==> src/rtl/btn_cmd_scheduler.sv <==
// Push-button front end: per-button sync, debounce and press capture, then a
// round-robin arbiter issuing one valid/ready command per debounced press.
module btn_cmd_scheduler #(
    parameter  int N_BTN           = 4,
    parameter  int DEBOUNCE_CYCLES = 1000000,
    localparam int IW              = $clog2(N_BTN)
) (
    input  logic              clk,
    input  logic              rst_n,
    input  logic [N_BTN-1:0]  btn_in,
    output logic              cmd_valid,
    output logic [IW-1:0]     cmd_id,
    input  logic              cmd_ready,
    output logic [N_BTN-1:0]  pending,
    output logic              overrun
);

    localparam int CW = (DEBOUNCE_CYCLES > 1) ? $clog2(DEBOUNCE_CYCLES) : 1;

    typedef enum logic {
        ST_IDLE  = 1'b0,
        ST_OFFER = 1'b1
    } state_t;

    state_t               state_reg;
    state_t               state_next;
    logic [IW-1:0]        cmd_id_reg;
    logic [IW-1:0]        cmd_id_next;
    logic [IW-1:0]        last_grant_reg;
    logic [IW-1:0]        last_grant_next;
    logic [N_BTN-1:0]     pending_reg;
    logic [N_BTN-1:0]     pending_next;
    logic                 overrun_reg;
    logic [N_BTN-1:0]     press_vec;
    logic [N_BTN-1:0]     clr_vec;
    logic [N_BTN-1:0]     ovr_vec;
    logic                 handshake;

    logic [2*N_BTN-1:0]   pend_dbl;
    logic [2*N_BTN-1:0]   pend_shift;
    logic [N_BTN-1:0]     pend_rot;
    logic                 grant_found;
    logic [IW-1:0]        grant_idx;
    int                   grant_off;
    int                   grant_sum;

    assign handshake = (state_reg == ST_OFFER) && cmd_ready;

    genvar gi;
    generate
        for (gi = 0; gi < N_BTN; gi++) begin : g_btn
            logic          s1_reg;
            logic          s2_reg;
            logic          db_reg;
            logic [CW-1:0] cnt_reg;
            logic          settle;

            // Level accepted once it has differed from db for DEBOUNCE_CYCLES samples in a row.
            assign settle = (s2_reg != db_reg) && (cnt_reg == CW'(DEBOUNCE_CYCLES - 1));

            always_ff @(posedge clk or negedge rst_n) begin
                if (!rst_n) begin
                    s1_reg  <= 1'b0;
                    s2_reg  <= 1'b0;
                    db_reg  <= 1'b0;
                    cnt_reg <= '0;
                end else begin
                    s1_reg <= btn_in[gi];
                    s2_reg <= s1_reg;
                    if (s2_reg == db_reg) begin
                        cnt_reg <= '0;
                    end else if (settle) begin
                        db_reg  <= s2_reg;
                        cnt_reg <= '0;
                    end else begin
                        cnt_reg <= cnt_reg + 1'b1;
                    end
                end
            end

            assign press_vec[gi]    = settle & s2_reg;
            assign clr_vec[gi]      = handshake && (cmd_id_reg == IW'(gi));
            // A press on the same edge as its own handshake re-arms the bit without overrun.
            assign ovr_vec[gi]      = press_vec[gi] & ~clr_vec[gi] & pending_reg[gi];
            assign pending_next[gi] = press_vec[gi] | (pending_reg[gi] & ~clr_vec[gi]);
        end
    endgenerate

    // Rotate pending so that bit 0 is the button just after the last grant.
    assign pend_dbl   = {pending_reg, pending_reg};
    assign pend_shift = pend_dbl >> (int'(last_grant_reg) + 1);
    assign pend_rot   = pend_shift[N_BTN-1:0];

    always_comb begin
        grant_found = |pending_reg;
        grant_off   = 0;
        for (int k = N_BTN - 1; k >= 0; k--) begin
            if (pend_rot[k]) begin
                grant_off = k;
            end
        end
        grant_sum = int'(last_grant_reg) + 1 + grant_off;
        if (grant_sum >= N_BTN) begin
            grant_sum = grant_sum - N_BTN;
        end
        grant_idx = IW'(grant_sum);
    end

    always_ff @(posedge clk or negedge rst_n) begin
        if (!rst_n) begin
            state_reg      <= ST_IDLE;
            cmd_id_reg     <= '0;
            last_grant_reg <= IW'(N_BTN - 1);
            pending_reg    <= '0;
            overrun_reg    <= 1'b0;
        end else begin
            state_reg      <= state_next;
            cmd_id_reg     <= cmd_id_next;
            last_grant_reg <= last_grant_next;
            pending_reg    <= pending_next;
            overrun_reg    <= |ovr_vec;
        end
    end

    // Once offered, cmd_id is frozen until the consumer takes it.
    always_comb begin
        state_next      = state_reg;
        cmd_id_next     = cmd_id_reg;
        last_grant_next = last_grant_reg;
        case (state_reg)
            ST_IDLE: begin
                if (grant_found) begin
                    state_next  = ST_OFFER;
                    cmd_id_next = grant_idx;
                end
            end
            ST_OFFER: begin
                if (cmd_ready) begin
                    state_next      = ST_IDLE;
                    last_grant_next = cmd_id_reg;
                end
            end
            default: begin
                state_next = ST_IDLE;
            end
        endcase
    end

    always_comb begin
        cmd_valid = (state_reg == ST_OFFER);
        cmd_id    = cmd_id_reg;
        pending   = pending_reg;
        overrun   = overrun_reg;
    end

endmodule

==> config.mk <==
export PLATFORM = sky130hd
export DESIGN_NAME = btn_cmd_scheduler
export DESIGN_NICKNAME = d
export VERILOG_FILES = /design/src/rtl/btn_cmd_scheduler.sv
export SDC_FILE = /design/constraint.sdc
export NUM_CORES = 1
export LEC_CHECK = 0
export ABC_AREA = 1
export CAP_MARGIN = 20
export CORE_MARGIN = 3
export CORE_UTILIZATION = 55
export DETAILED_ROUTE_END_ITERATION = 10
export GPL_TIMING_DRIVEN = 0
export HOLD_SLACK_MARGIN = 0.08
export PLACE_DENSITY_LB_ADDON = 0.15
export RECOVER_POWER = 50
export SLEW_MARGIN = 0
export SYNTH_ARGS = -nofsm -noshare
export SYNTH_HDL_FRONTEND = slang
export SYNTH_SLANG_ARGS = --single-unit
==> constraint.sdc <==
create_clock -name clk -period 3.93 [get_ports clk]
set_clock_uncertainty 0.1 [all_clocks]
set_input_delay 0.786 -clock clk [delete_from_list [all_inputs] [get_ports clk]]
set_output_delay 0.786 -clock clk [all_outputs]
set_load 0.02 [all_outputs]
==> flow_metrics.py <==
metrics = {
    "die": {
        "std_cell_rows": 36,
        "die_height_um": 108,
        "io_pins": 15,
        "initial_core_util_pct": 57.7,
        "dieWidth_um": 108,
        "dieArea_mm2": 0.0117,
        "core_area_mm2": 0.00995,
    },
    "clocking": {
        "cts_setup_buffers": 0,
        "numCtsBuffers": 9,
        "cts_tree": "built",
        "postCtsHoldBufs": 0,
        "clk_latency_ns": 0.38,
        "htree_levels": 3,
        "clk_pin_slew_ns": 0.10,
        "clkSinkCount": 102,
        "cts_buffer_depth": 2,
        "root_buffer": "clkbuf_8",
        "cts.repair.resized": 0,
    },
    "critical_path": {
        "max_stage_delay_ns": 0.64,
        "cp_max_fo": 4,
        "critPathArrivalTime_ns": 1.49,
        "cpMaxStageDelayCell": "clkdlybuf4s50_1",
        "worstSetupEndpointType": "output pin",
        "cp-start-kind": "register",
        "crit_family": "buffers and inverters",
        "crit_required_ns": 3.04,
        "path_buf_inv": 1,
        "path_cells": "clkdlybuf4s50_1",
        "crit_type": "reg -> out",
    },
    "global_route": {
        "grt_usage_pct": 22.8,
        "antenna_found_initial": 0,
        "grt_overflow": 0,
        "grt_pass1_vias": 4740,
        "grt_pass1_wl_um": 21400,
        "grt_max_degree": 59,
    },
    "timing": {
        "maxSlewViolCount": 0,
        "max_freq_mhz": 421,
        "rsz0062_at_grt": "false",
        "slew_headroom_pct": 6.34,
        "period_share_pct": 60.5,
        "hold_viol_final": 0,
        "tightest_slew_ns": 1.40,
        "min_period_ns": 2.38,
        "finalSetupViolCount": 0,
        "fin_hold_ws_ns": 0.257,
        "worst_slack_ns": 1.55,
    },
    "min_path": {
        "hp-class": "reg -> reg",
    },
    "outcome": {
        "outcome": "finished clean",
    },
    "final_layout": {
        "final_layout_size_suffix_gt1_share_pct": 7.57,
        "final_area_mm2": 0.00626,
        "n_fill_cell": 895,
        "largest_reg_flops": 80,
        "final_core_util_pct": 62.9,
        "fin_nets": 813,
        "syn_to_final_growth_pct": 9.06,
        "diodes": 0,
    },
    "synth": {
        "syn_nets": 787,
        "syn-cell-area_mm2": 0.00574,
        "netlist_instances": 775,
        "syn_area_per_cell_um2": 7.41,
        "synth-seq-area-share_pct": 44.5,
        "synth.distinct_cells": 39,
        "ys_warn_count": 0,
        "ys_ff_latch": 102,
    },
    "routing": {
        "dr.pass1.iters": 5,
        "via_per_inst": 5.23,
        "first_iter_violations": 234,
        "wl_per_cell_um": 12.8,
        "ant_nets": 0,
        "vias": 4915,
        "wirelength_um": 12000,
        "drc": 0,
    },
    "power_and_ir_drop": {
        "power.leakage_nw": 3.01,
        "total_power_mw": 2.32,
        "peakVddDrop_v": 0.000233,
        "powerDensity_mw_per_mm2": 370,
    },
    "place": {
        "dpl.hpwl_um": 8940,
        "numPortBuffers": 14,
        "dpl_cell_area_mm2": 0.00608,
        "routabilityCongestion": 0.904,
        "dp_slack_ns": 1.72,
    },
    "run": {
        "maxCapViolCount": 0,
    },
}
[per-layer routing]
layer | routed length [um] | part of all wire, % | global-route usage [%] | vias up
li1 | - | - | - | 2494
met1 | 5510 | 46 | 29.8 | 2323
met2 | 5870 | 49 | 39.2 | 89
met3 | 495 | 4.1 | 4.48 | 9
met4 | 122 | 1.0 | 5.86 | 0
met5 | 0 | 0 | 0 | -
[report_power, final]
part           internal [mW]  switching (mW)  total (mW)
Clock                  0.361           0.365       0.725
Combinational          0.162           0.265       0.427
Sequential              1.11          0.0587        1.17
[synth_stat cells (all sizes together)]
library cell / instances / share of area (%)
ha: 5 / 1.1
nor4: 1 / 0.11
nand3: 55 / 5.5
xor2: 25 / 3.8
o21ai: 12 / 1.0
a21o: 1 / 0.13
dfrtp: 100 / 44
nor2: 148 / 11
a31o: 2 / 0.31
nor3b: 5 / 0.74
or2: 6 / 0.65
dfstp: 2 / 0.91
buf: 3 / 0.26
a31oi: 4 / 0.44
xnor2: 7 / 1.1
nand2: 200 / 13
nor3: 30 / 3.0
inv: 122 / 8.0
nand4: 33 / 3.7
clkinv: 1 / 0.065
clkbuf: 1 / 0.065
o21bai: 3 / 0.39
a21boi: 1 / 0.13
a21oi: 8 / 0.96
[cells by family (layout without fill, tap and decap cells)]
family / count (synthesis) / count (layout) / share of synthesized area, %
buffers and inverters: 127 / 158 / 8.36
AOI/OAI and AO/OA: 31 / 31 / 3.40
adders and majority gates: 5 / 5 / 1.09
xor gates and xnor gates: 32 / 32 / 4.88
and+or+nand+nor: 478 / 478 / 37.8
DFF: 102 / 102 / 44.5
[metrics by stage]
stage	setup TNS, ns	cells
after floorplan	0	775
after global placement	-187.13	922
after detailed placement	0	923
after CTS	0	939
after global routing	0	939
final	0	939
[placed cells by master (no fill, tap or decap), drive strengths merged]
cell type / count
a21oi: 8
o21bai: 3
nand3: 55
dfrtp: 100
inv: 123
nand2: 200
dfstp: 2
nor4: 1
o21ai: 12
clkdlybuf4s50: 8
bufinv: 2
a21boi: 1
nor3b: 5
clkbuf: 14
xor2: 25
a31oi: 4
dlygate4sd3: 5
xnor2: 7
clkinvlp: 1
nor3: 30
nand4: 33
ha: 5
or2: 6
nor2: 148
clkinv: 2
buf: 3
a31o: 2
a21o: 1
[cell type report]
| class | instances | area [um^2] | area share [%] |
|---|---|---|---|
| plain buffers | 4 | 17.5 | 0.280 |
| clock buffers | 11 | 131 | 2.10 |
| clock inverters | 5 | 81.3 | 1.30 |
| inverters | 123 | 462 | 7.37 |
| multi-input cells | 546 | 2710 | 43.2 |
| flip-flops and latches | 102 | 2550 | 40.8 |
| well taps | 133 | 166 | 2.66 |
| repair buffers | 15 | 143 | 2.28 |
[final timing paths]
check / to / depth (start not counted) / slack (ns) / start
setup reg to reg: cmd_id[1] / 14 / 1.81 / last_grant_reg[0]
min in group asynchronous: g_btn[1].cnt_reg[9] / 1 / 0.28 / rst_n
hold reg to reg: g_btn[3].s2_reg / 0 / 0.26 / g_btn[3].s1_reg
hold / removal: g_btn[3].s2_reg / 0 / 0.26 / g_btn[3].s1_reg
setup / recovery: pending[3] / 1 / 1.55 / pending[3]
max in group asynchronous: g_btn[3].cnt_reg[3] / 2 / 1.70 / rst_n
Note: power is estimated with default switching activity, not from simulation.
